**src/rtl/mem_pkg.sv**
```systemverilog
// Shared definitions for the IF/LS data-memory arbiter: width codes, owner tags and the
// LS access legality check.
package mem_pkg;

  localparam logic [2:0] F3_B  = 3'd0;
  localparam logic [2:0] F3_H  = 3'd1;
  localparam logic [2:0] F3_W  = 3'd2;
  localparam logic [2:0] F3_BU = 3'd4;
  localparam logic [2:0] F3_HU = 3'd5;

  localparam logic OWN_IF = 1'b0;
  localparam logic OWN_LS = 1'b1;

  typedef struct packed {
    logic valid;
    logic owner;
  } tag_t;

  // Flags both misaligned and illegal accesses; unsigned widths are load-only.
  function automatic logic is_misaligned(input logic [2:0] funct3, input logic [1:0] addr_lo,
                                         input logic we);
    logic bad;
    case (funct3)
      F3_B:    bad = 1'b0;
      F3_H:    bad = addr_lo[0];
      F3_W:    bad = |addr_lo;
      F3_BU:   bad = we;
      F3_HU:   bad = we | addr_lo[0];
      default: bad = 1'b1;
    endcase
    return bad;
  endfunction

endpackage

```
**src/rtl/mem_owner_pipe.sv**
```systemverilog
// Read-ownership tag delay line: a tag pushed with a read strobe emerges MEM_LAT cycles
// later, aligned with the memory's read data.
module mem_owner_pipe
  import mem_pkg::*;
#(
  parameter int unsigned MEM_LAT = 1
) (
  input  logic clk,
  input  logic rst,
  input  tag_t tag_in,
  output tag_t tag_out
);

  tag_t stage_q [MEM_LAT];

  always_ff @(posedge clk) begin
    if (rst) begin
      for (int i = 0; i < MEM_LAT; i++) stage_q[i] <= '0;
    end else begin
      stage_q[0] <= tag_in;
      for (int i = 1; i < MEM_LAT; i++) stage_q[i] <= stage_q[i-1];
    end
  end

  assign tag_out = stage_q[MEM_LAT-1];

endmodule

```
**src/rtl/mem_arbiter.sv**
```systemverilog
// Arbitrates one single-port data memory between instruction fetch and load/store, routes read
// data back to the issuing port and answers rejected LS accesses without touching memory.
module mem_arbiter
  import mem_pkg::*;
#(
  parameter int unsigned MEM_LAT    = 1,
  parameter int unsigned STARVE_MAX = 4
) (
  input  logic        clk,
  input  logic        rst,
  input  logic        if_req,
  input  logic [31:0] if_addr,
  output logic        if_gnt,
  output logic        if_rvalid,
  output logic [31:0] if_rdata,
  input  logic        ls_req,
  input  logic        ls_we,
  input  logic [2:0]  ls_funct3,
  input  logic [31:0] ls_addr,
  input  logic [31:0] ls_wdata,
  output logic        ls_gnt,
  output logic        ls_rvalid,
  output logic [31:0] ls_rdata,
  output logic        ls_err,
  output logic        mem_en,
  output logic        mem_we,
  output logic [2:0]  mem_funct3,
  output logic [31:0] mem_addr,
  output logic [31:0] mem_wdata,
  input  logic [31:0] mem_rdata
);

  localparam logic [3:0] StarveMax = 4'(STARVE_MAX);

  logic [3:0]  starve_q, starve_d;
  logic        hold_q, hold_d, hold_err_q, hold_err_d;
  logic        if_rvalid_q, if_rvalid_d, ls_rvalid_q, ls_rvalid_d, ls_err_q, ls_err_d;
  logic [31:0] if_rdata_q, if_rdata_d, ls_rdata_q, ls_rdata_d;
  logic        ls_bad, ls_ok, ls_resp, ls_ret, if_ret;
  tag_t        tag_in, tag_out;

  assign ls_bad = is_misaligned(ls_funct3, ls_addr[1:0], ls_we);
  // A full hold register blocks LS so at most one non-read response is ever waiting.
  assign ls_ok  = ls_req & ~hold_q & ~rst;
  assign if_gnt = if_req & ~rst & (~ls_ok | (starve_q == StarveMax));
  assign ls_gnt = ls_ok & ~if_gnt;

  always_comb begin
    mem_en     = 1'b0;
    mem_we     = 1'b0;
    mem_funct3 = 3'd0;
    mem_addr   = 32'd0;
    mem_wdata  = 32'd0;
    if (if_gnt) begin
      mem_en     = 1'b1;
      mem_funct3 = F3_W;
      mem_addr   = if_addr;
    end else if (ls_gnt && !ls_bad) begin
      mem_en     = 1'b1;
      mem_we     = ls_we;
      mem_funct3 = ls_funct3;
      mem_addr   = ls_addr;
      mem_wdata  = ls_wdata;
    end
  end

  assign tag_in.valid = mem_en & ~mem_we;
  assign tag_in.owner = ls_gnt ? OWN_LS : OWN_IF;

  mem_owner_pipe #(
    .MEM_LAT (MEM_LAT)
  ) u_owner_pipe (
    .clk     (clk),
    .rst     (rst),
    .tag_in  (tag_in),
    .tag_out (tag_out)
  );

  assign if_ret  = tag_out.valid & (tag_out.owner == OWN_IF);
  assign ls_ret  = tag_out.valid & (tag_out.owner == OWN_LS);
  // Error or store acknowledge, due on the LS port next cycle.
  assign ls_resp = ls_gnt & (ls_bad | ls_we);

  always_comb begin
    starve_d = starve_q;
    if (!if_req || if_gnt) begin
      starve_d = 4'd0;
    end else if (ls_gnt && !ls_bad && starve_q != StarveMax) begin
      starve_d = starve_q + 4'd1;
    end
  end

  always_comb begin
    if_rvalid_d = if_ret;
    if_rdata_d  = if_ret ? mem_rdata : if_rdata_q;
    ls_rvalid_d = 1'b0;
    ls_err_d    = 1'b0;
    ls_rdata_d  = ls_rdata_q;
    hold_d      = hold_q;
    hold_err_d  = hold_err_q;
    if (ls_ret) begin
      ls_rvalid_d = 1'b1;
      ls_rdata_d  = mem_rdata;
      if (ls_resp) begin
        hold_d     = 1'b1;
        hold_err_d = ls_bad;
      end
    end else if (hold_q) begin
      ls_rvalid_d = 1'b1;
      ls_err_d    = hold_err_q;
      hold_d      = 1'b0;
      if (hold_err_q) ls_rdata_d = 32'd0;
    end else if (ls_resp) begin
      ls_rvalid_d = 1'b1;
      ls_err_d    = ls_bad;
      if (ls_bad) ls_rdata_d = 32'd0;
    end
  end

  always_ff @(posedge clk) begin
    if (rst) begin
      starve_q    <= 4'd0;
      hold_q      <= 1'b0;
      hold_err_q  <= 1'b0;
      if_rvalid_q <= 1'b0;
      if_rdata_q  <= 32'd0;
      ls_rvalid_q <= 1'b0;
      ls_rdata_q  <= 32'd0;
      ls_err_q    <= 1'b0;
    end else begin
      starve_q    <= starve_d;
      hold_q      <= hold_d;
      hold_err_q  <= hold_err_d;
      if_rvalid_q <= if_rvalid_d;
      if_rdata_q  <= if_rdata_d;
      ls_rvalid_q <= ls_rvalid_d;
      ls_rdata_q  <= ls_rdata_d;
      ls_err_q    <= ls_err_d;
    end
  end

  // Outputs read as zero throughout a reset cycle, not only after it.
  assign if_rvalid = if_rvalid_q & ~rst;
  assign if_rdata  = rst ? 32'd0 : if_rdata_q;
  assign ls_rvalid = ls_rvalid_q & ~rst;
  assign ls_rdata  = rst ? 32'd0 : ls_rdata_q;
  assign ls_err    = ls_err_q & ~rst;

endmodule

```
**config.mk**
```make
export PLATFORM = sky130hd
export DESIGN_NAME = mem_arbiter
export DESIGN_NICKNAME = d
export VERILOG_FILES = /design/src/rtl/mem_pkg.sv /design/src/rtl/mem_owner_pipe.sv /design/src/rtl/mem_arbiter.sv
export SDC_FILE = /design/constraint.sdc
export NUM_CORES = 1
export LEC_CHECK = 0
export ABC_CLOCK_PERIOD_IN_PS = 2500
export CELL_PAD_IN_SITES_DETAIL_PLACEMENT = 2
export CELL_PAD_IN_SITES_GLOBAL_PLACEMENT = 2
export CORE_ASPECT_RATIO = 1.1
export CORE_MARGIN = 2
export CORE_UTILIZATION = 18
export CTS_CLUSTER_DIAMETER = 150
export DETAILED_ROUTE_END_ITERATION = 10
export PLACE_DENSITY_LB_ADDON = 0.1
export SKIP_LAST_GASP = 1
export SLEW_MARGIN = 20
export SYNTH_ARGS = -nofsm -noshare
export SYNTH_HDL_FRONTEND = slang
export SYNTH_SLANG_ARGS = --single-unit
```
**constraint.sdc**
```tcl
create_clock -name clk -period 2.5 [get_ports clk]
set_clock_uncertainty 0.2 [all_clocks]
set_input_delay 0.375 -clock clk [delete_from_list [all_inputs] [get_ports clk]]
set_output_delay 0.375 -clock clk [all_outputs]
set_load 0.01 [all_outputs]
```
[Word-level counts from Yosys, hierarchy flattened]
Memory sizes are Yosys's and may differ from the RTL's.
Index checks and enable logic that the tools add are counted.
Storage, ports and cells
  bits in registers: 73
  memory bits (writable): 2
  input bits: 136
  output and inout port bits: 138
  word-level logic and storage cells: 83
  memories: 1
Cells by class
  $add $sub $neg: 1
  equal/unequal tests: 7
  multiplexer cells: 29
  bitwise operators: 22
  reductions and logical operators: 15
Memory list
  u_owner_pipe.stage_q: depth 1, bits a word 2, rd ports 1, clocked after memory_dff 0, write ports 1, RTL line mem_owner_pipe.sv:14  | tag_t stage_q [MEM_LAT];
Operators with widths (count)
  32-bit 2-to-1 mux: 11
  1-bit 2-to-1 mux: 14
  1-bit bitwise AND: 12
  2-bit OR reduction: 5
  1-bit inverter: 7
  3-bit equality test (second input constant): 2
  3-bit 2-to-1 mux: 2
  3-bit nonzero test: 2
  1-bit one-hot mux with 5 select lines: 1
  4-bit by 1-bit adder with 4-bit output (second input constant): 1
  4-bit by 3-bit equality test with 1-bit output (second input constant): 1
  4-bit by 3-bit != test with 1-bit output (second input constant): 1
  3-bit by 1-bit equality test with 1-bit output (second input constant): 1
  3-bit by 2-bit equality test with 1-bit output (second input constant): 1
  3-bit zero test: 1
  3-bit by 1-bit != test with 1-bit output (second input constant): 1
  1-bit bitwise OR: 3
  3-bit AND reduction: 1
  1-bit logical AND: 2
  1-bit zero test: 2
  2-bit 2-to-1 mux: 1
  2-bit AND reduction: 1
  1-bit logical OR: 1

[Longest topological paths before layout]
Gate-level depths: netlist of the first run.
  word-level depth: 14
  mapped depth: 8

[Hierarchy]
A second synthesis of the first run with hierarchy kept.
Second synthesis, totals
  cells, all modules: 436
  area total of the unflattened synthesis: 3888.7 um^2
Modules (own cells, without submodules)
  mem_arbiter: instances 1, cells each 432, area an instance 3836.2 um^2, seq. area each 1461.4 um^2
  mem_owner_pipe: instances 1, cells each 4, area an instance 52.6 um^2, seq. area each 40.0 um^2

[Worst setup path before layout of the first run]
OpenSTA, ideal clock, no wires.
  path kind: register to output
  start: reg starve_q[0]
  end: out mem_addr[24]
  arrival: 1.568 ns
  required time: 1.925 ns
  slack: 0.357 ns
  cell stages (with the launch flop): 8
  buffers on the path: 1
  cell sequence: dfxtp_1 > inv_1 > ha_1 > nand3b_1 > and2_1 > nor3b_2 > buf_2 > a22o_1
Between the ends
  word-level cells in the longest chain between the ends: 8
Ends and longest elaborated chain
  start: declaration: RTL line mem_arbiter.sv:35  | logic [3:0] starve_q, starve_d;
  start signal: assignment: RTL line mem_arbiter.sv:131  | starve_q <= starve_d;
  4-bit by 3-bit equality test with 1-bit output *: RTL line mem_arbiter.sv:45  | assign if_gnt = if_req & ~rst & (~ls_ok | (starve_q == StarveMax));
  1-bit bitwise OR *: RTL line mem_arbiter.sv:45
  1-bit bitwise AND *: RTL line mem_arbiter.sv:45
  net if_gnt: RTL line mem_arbiter.sv:13  | output logic if_gnt,
  1-bit inverter: RTL line mem_arbiter.sv:46  | assign ls_gnt = ls_ok & ~if_gnt;
  1-bit bitwise AND: RTL line mem_arbiter.sv:46
  1-bit logical AND: RTL line mem_arbiter.sv:58  | end else if (ls_gnt && !ls_bad) begin
  32-bit 2-to-1 mux: RTL line mem_arbiter.sv:58
  32-bit 2-to-1 mux *: RTL line mem_arbiter.sv:54  | if (if_gnt) begin
  end: declaration: RTL line mem_arbiter.sv:28  | output logic [31:0] mem_addr,
Mark *: on every way through the listed nets, which the timed path passes. The rest lies on a longest branch.

[Worst setup path after layout of the first run]
  start: reg starve_q[0]
  end: out mem_addr[25]
Between the ends
  word-level cells in the longest chain between the ends: 8
Ends and longest elaborated chain (RTL line)
  4-bit by 3-bit equality test with 1-bit output *: mem_arbiter.sv:45
  1-bit bitwise OR *: mem_arbiter.sv:45
  1-bit bitwise AND *: mem_arbiter.sv:45
  1-bit inverter: mem_arbiter.sv:46
  1-bit bitwise AND: mem_arbiter.sv:46
  1-bit logical AND: mem_arbiter.sv:58
  32-bit 2-to-1 mux: mem_arbiter.sv:58
  32-bit 2-to-1 mux *: mem_arbiter.sv:54
Mark *: on every way between the ends. The rest lies on a longest branch, timed or not.

==> results of run 1 <==
==> flip-flops by register name, indices dropped and copies added (netlist names) <==
name and count:
if_rvalid_q 1, hold_q 1, if_rdata_q 32, u_owner_pipe.stage_q 2
hold_err_q 1, ls_rdata_q 32, ls_rvalid_q 1, ls_err_q 1
starve_q 4
==> cell usage after synthesis, types with 2 or more instances <==
| library cell | count |
|---|---|
| buf_6 | 3 |
| ha_1 | 2 |
| nand2_1 | 33 |
| o21ai_2 | 30 |
| xnor2_1 | 2 |
| o21ai_0 | 4 |
| nand3b_1 | 2 |
| o22a_1 | 32 |
| and2_1 | 39 |
| clkbuf_1 | 21 |
| nor2_1 | 6 |
| nor3_1 | 2 |
| a21oi_1 | 3 |
| nand2b_1 | 33 |
| a21o_1 | 2 |
| dfxtp_1 | 75 |
| buf_2 | 9 |
| inv_1 | 36 |
| nor2b_1 | 36 |
| a22o_1 | 32 |
==> through the flow <==
step | setup WS, ns | total power, mW
final | -0.07413 | 3.304
after global routing | -0.1702 | 3.468
after CTS | -0.1313 | 3.356
after detailed placement | -0.6012 | 2.025
after global placement | -0.5440 | 2.007
after floorplan | 0.3567 | 1.540
==> cell usage in the layout, fill, tap and decap left out, types with 13 or more instances in the layout <==
cell type and instances:
buf_6 13, dlygate4sd2_1 13, dfxtp_1 73, and2_1 36, nand2b_1 32, o22a_1 32, o21ai_2 30, nor2b_1 36
buf_2 41, a22o_1 32, inv_1 34, clkdlybuf4s50_1 193, nand2_1 33, buf_4 57
==> worst register-to-register path, stage by stage (launching register included) <==
cell	delay, ns
dfxtp_2	0.32
inv_2	0.06
ha_4	0.14
nand4b_1	0.18
and2_1	0.25
buf_4	0.16
a221o_2	0.38
buf_4	0.23
o21ai_2	0.15
==> logic make-up (layout without fill, tap and decap cells) <==
logic type                 Yosys count  count (layout)
and+or+nand+nor                    156             156
AOI/OAI and AO/OA                  110             110
DFF                                 75              75
buffers and inverters               69             398
xor gates and xnor gates             3               3
adders and majority gates            2               2
muxes                                1               1
other                                0               1
==> routing by layer <==
layer,global-route usage [%],vias up
li1,-,2049
met1,16.37,2030
met2,31.61,177
met3,5.573,19
met4,4.238,4
met5,0,-
==> power groups by stage <==
| stage | clock network, mW | logic (mW) | registers [mW] |
|---|---|---|---|
| after floorplan | 0 | 0.253 | 1.29 |
| after CTS | 1.33 | 0.758 | 1.27 |
| after detailed placement | 0 | 0.732 | 1.29 |
| after global placement | 0 | 0.717 | 1.29 |
| final | 1.28 | 0.759 | 1.27 |
| after global routing | 1.38 | 0.817 | 1.27 |
==> cell type report <==
| type | count | share of cell area [%] |
|---|---|---|
| Clock inverter | 5 | 0.6991 |
| Timing Repair Buffer | 346 | 43.86 |
| Inverter | 36 | 1.798 |
| Sequential cell | 75 | 20.01 |
| Multi-Input combinational cell | 272 | 26.12 |
| Tap cell | 256 | 4.261 |
| Clock buffer | 11 | 3.229 |
| Antenna cell | 1 | 0.03329 |
==> path summary, 6_finish.rpt <==
| path | startpoint | end | slack [ns] | cells after the start |
|---|---|---|---|---|
| worst min-delay path | rst | u_owner_pipe.stage_q[0][0] | 0.30 | 4 |
| worst min register to register | ls_rdata_q[23] | ls_rdata_q[23] | 0.31 | 2 |
| worst max register to register | starve_q[0] | ls_rdata_q[14] | 0.36 | 8 |
| worst max-delay path | starve_q[0] | mem_addr[25] | -0.07 | 10 |
==> timing repair <==
item                                    CTS  global route
setup buffers                            13             4
resized for setup                       261            33
pin swaps                                28            13
endpoints found under the setup margin   71            52
gates cloned                              5             1
==> impl_results.md, run 1 <==
- Syn avg cell area: 8.897 µm²
- Largest net degree at the start of global routing: 42
- Adder-Cell Fraction of Synth Area: 0.6761%
- Core Util, Final: 36.90%
- Post-synth top area share: 40.57%
- Fill cells: 2256
- Compound-gate portion of the synthesized area: 25.46%
- Final-stage net count: 878
- Seq/Total Area, Yosys: ~40%
- Met3 WL post-DR: roughly 1400 µm
- Worst skew pair latency: 0.33 ns
- Slew HR: 72.61%
- Mux cell area share after synthesis: 0.2705%
- Hold Violations, Final: 0
- Non-filler instance count after layout: 1002
- Fin area: 7517 µm²
- Starting DRC count in detailed routing: 53
- Pwr Density: 439.5 nW/µm²
- Synth area leaders: dfxtp_1, a22o_1, o22a_1
- Worst slew pin tran: roughly 0.41 ns
- P_sw: 0.7935 mW
- Total number of H-tree levels: 3
- Drc violations: 0
- Leak pwr: 3.382 nW
- Critical-path top delay cell: dfxtp_2
- Number of buffers created by CTS: 9
- FF+latch area: ~1500 µm²
- Vias: around 4300
- Synth Flop Type: dfxtp_1
- Minimum clock period: 2.574 ns
- Status: finished with violations
- Die width: 140.7 µm
- Layout cells sized above 1: 25.91%
- Setup Crit Path Kind: reg2out
- Xor/xnor cell area share of the yosys netlist: 0.7099%
- Hold buffers post-CTS: 0
- IO Pins: between 200 and 300
- Internal power: 2.510 mW
- Main combinational cell family by area after synthesis: compound AO/OA/AOI/OAI gates
- Port Buffers: 273
- Placed insts: 963
- Post-synth EDFFs: 0
- Seq pwr share: 38.3%
- Setup_tns: -0.7924 ns
- Drt first pass iters: 4
- Maximum clock frequency: 0.3885 GHz
- Gr ovfl total: 0
- Vias in the first global route: 4951
- Failing checks: negative setup slack
- Delay-heaviest family, CP: buffers and inverters
- HP Class: in2reg
- Synth Register Bits: 75
- Tcrit/Tclk final: 103.0%
- Clk root buf: clkbuf_16
- Die ar.: 21730 µm²
- Post-route ant nets: 0
- Initial core utilization: 18.17%
- Switching share of power: 24.02%
- Worst Slack Setup Final: -0.07413 ns
- CTS clk-pin slew, worst paths: 0.06 ns
- Hold Slack: 0.2958 ns
- Fin. max-slew vios: 0
- Logic pwr share: between 20% and 30%
- Crit path largest cell delay: 0.32 ns
- Yosys warns: 0
- CORE AREA: 20370 µm²
- Multi-input gate area: around 2000 µm²
- Simple-gate share of the synthesized area: roughly a quarter
- Uppermost routed layer: met5
- Cell Chain, Critical Path: inv_2 > ha_4 > nand3b_1 > and2_4 > nor3b_4 > buf_12 > buf_8 > buf_16 > a22o_1 > buf_2
- Placer Congestion: 0.7310
- Met1 WL: 6500 µm
- DPL Wire Length: 13870 µm
- CP Data Required Time: 1.92 ns
- Final Setup Violations: 32
- Critical path launch point type: flop
- Post-Syn Nets: approximately 550
- RSZ-0062 raised after global routing: true
- CP endpoint kind: primary output
- Synth async-reset ratio: 0%
- DP Area: 7027 µm²
- Post-DR vias/cell: 4.270
- Clock share of power: around 39%
- Layout area overhead: 103.1%
- Max FO, Critical Path: 5
- Post-synth cell types: 34
- Final wirelength: 17820 µm
- Met2 wire length: 9624 µm
- CTS tree: yes
- First-pass GRT wire length: 27330 µm
- Synthesized instance count: 416
- Total Routing Usage GR: between 10% and 20%
- Buf/Inv on CP: 5
- Area leader, netlist: dfxtp_1
- Initial antenna violation count: 3
- Chip height: 154.4 µm
- Mapped cell area: 3701 µm²
- Rows: 55
- TritonCTS Sinks: 75
- Max Root-Sink Buffers: 2
- VDD IR max: around 0.25 mV
- Worst EP arrival: roughly 2.0 ns
- WL/cell: around 18 µm
- Max Cap Viol: 0
Power figures use the tool's default switching activity.
==> run 2, diff against run 1 <==
--- a/config.mk
+++ b/config.mk
@@ -13,6 +13,7 @@
 export CORE_UTILIZATION = 18
 export CTS_CLUSTER_DIAMETER = 150
 export DETAILED_ROUTE_END_ITERATION = 10
+export MAX_ROUTING_LAYER = met4
 export PLACE_DENSITY_LB_ADDON = 0.1
 export SKIP_LAST_GASP = 1
 export SLEW_MARGIN = 20
==> impl_results.md, run 2 (same netlist as run 1, synthesis figures left out) <==
- Largest net degree at the start of global routing: 42
- Final Setup Violations: 32
- Status: finished with violations
- Final wirelength: 17870 µm
- Worst EP arrival: roughly 2.0 ns
- Depth of the worst hold-timing path: 4
- Non-filler instance count after layout: 1004
- Pre-CTS WS: -0.6012 ns
- Vias: 4288
- Slew HR: between 70% and 80%
- Worst skew pair latency: 0.33 ns
- CTS tree: yes
- Final-stage net count: 878
- Number of buffers created by CTS: 9
- Crit path largest cell delay: 0.32 ns
- Worst slew pin tran: 0.4124 ns
- Pwr Density: 439.5 nW/µm²
- Hold Violations, Final: 0
- Buf/Inv on CP: 5
- DP Area: 7027 µm²
- Chip height: 154.4 µm
- Most frequent cells in the layout: clkdlybuf4s50_1, dfxtp_1, buf_4, buf_2
- First-pass GRT wire length: 27260 µm
- Critical Path Stages: 10
- CORE AREA: 20370 µm²
- Die ar.: 21730 µm²
- Fin area: around 7500 µm²
- Max Cap Viol: 0
- Biggest regs: if_rdata_q (32), ls_rdata_q (32), starve_q (4)
- Layout area overhead: 103.2%
- Delay-heaviest family, CP: buffers and inverters
- Critical-path top delay cell: dfxtp_2
- CP Data Required Time: 1.92 ns
- Starting DRC count in detailed routing: 62
- Post-route ant nets: 0
- R2R Setup Slk: 0.38 ns
- Worst Hold End: u_owner_pipe.stage_q[0][0]
- Post-DR vias/cell: 4.271
- Initial antenna violation count: 3
- Vias in the first global route: 4975
- Worst R2R End: ls_rdata_q[14]
- Worst Slack Setup Final: -0.07438 ns
- Rows: 55
- RSZ-0062 raised after global routing: true
- Setup Crit Path Kind: reg2out
- Port Buffers: about 270
- Worst Hold Launch: rst
- IO Pins: 274
- Commonest non-fill, non-tap cell in the layout: clkdlybuf4s50_1
- Failing checks: negative setup slack
- Drt first pass iters: 4
- Cell Chain, Critical Path: inv_2 > ha_4 > nand3b_1 > and2_4 > nor3b_4 > buf_12 > buf_8 > buf_16 > a22o_1 > buf_2
- WL/cell: 17.80 µm
- Placer Congestion: between 0.7 and 0.8
- Fin. max-slew vios: 0
- DPL Wire Length: 13870 µm
- Layout cells sized above 1: about a quarter
- Max Root-Sink Buffers: 2
- Total Routing Usage GR: 16.73%
- Critical path launch point type: flop
- Max FO, Critical Path: 5
- R2R cell count: 8
- Drc violations: 0
- Clk root buf: clkbuf_16
- Gr ovfl total: 0
- Fill cells: about 2300
- Placed insts: 963
- Initial core utilization: between 10% and 20%
- Minimum clock period: 2.574 ns
- CTS clk-pin slew, worst paths: 0.06 ns
- Hold Slack: 0.2933 ns
- Die width: 140.7 µm
- VDD IR max: approximately 0.25 mV
- Reg2reg start: starve_q[0]
- Leak pwr: 3.382 nW
- TritonCTS Sinks: 75
- Maximum clock frequency: 0.3884 GHz
- CP endpoint kind: primary output
- Tcrit/Tclk final: 103.0%
- Total number of H-tree levels: 3
- HP Class: in2reg
## run 2: worst max path at each step
stage	from	to	slack [ns]
floorplan	starve_q[0]	mem_addr[24]	0.36
global placement	ls_addr[0]	mem_addr[0]	-0.54
detailed placement	ls_addr[0]	mem_addr[26]	-0.60
CTS	starve_q[1]	mem_addr[25]	-0.13
global route	starve_q[0]	mem_funct3[1]	-0.17
finish	starve_q[0]	mem_addr[25]	-0.07
## run 2: power breakdown
part	internal (mW)	switching, mW	leakage (nW)
logic	0.462	0.297	2.62
registers	1.25	0.0133	0.612
clock network	0.795	0.485	0.145
total	2.51	0.795	3.38
## run 2: metal layers
| metal | GRT usage (%) | part of all wire, % | vias to the layer above |
|---|---|---|---|
| met2 | 31.64 | 54 | 173 |
| met5 | - | 0 | - |
| met4 | 4.238 | 1.2 | 0 |
| met1 | 17.28 | 39 | 2048 |
| met3 | 4.087 | 6.1 | 15 |
| li1 | - | - | 2052 |
## run 2: repair_timing
action	in CTS	in global routing
endpoints found under the setup margin	71	52
hold endpoints to repair	0	0
resized for setup	261	33
gates cloned	5	1
setup buffers	13	4
pin swaps	28	13
hold buffers	0	0
## run 2: through the flow
step           power (mW)  utilization [%]  setup TNS, ns
2_1_floorplan       1.540                -              0
3_3_place_gp        2.007            34.50         -33.85
3_5_place_dp        2.025            34.50         -39.72
4_1_cts             3.356            36.46         -1.622
5_1_grt             3.470            36.92         -4.253
6_report            3.305            36.92        -0.7723
## run 2: tightest hold or removal path: stages
cell and delay (ns):
buf_2 0.12, nor3b_4 0.05, buf_6 0.11, and2_1 0.12
## run 2: layout make-up
| class | count | area [µm²] | area share (%) |
|---|---|---|---|
| inverters | 36 | 135.1 | 1.797 |
| multi-input cells | 272 | 1963 | 26.11 |
| repair buffers | 346 | 3294 | 43.81 |
| well taps | 256 | 320.3 | 4.260 |
| diodes | 3 | 7.507 | 0.09983 |
| clock inverters | 5 | 52.55 | 0.6988 |
| clock buffers | 11 | 242.7 | 3.228 |
| flip-flops and latches | 75 | 1504 | 20.00 |
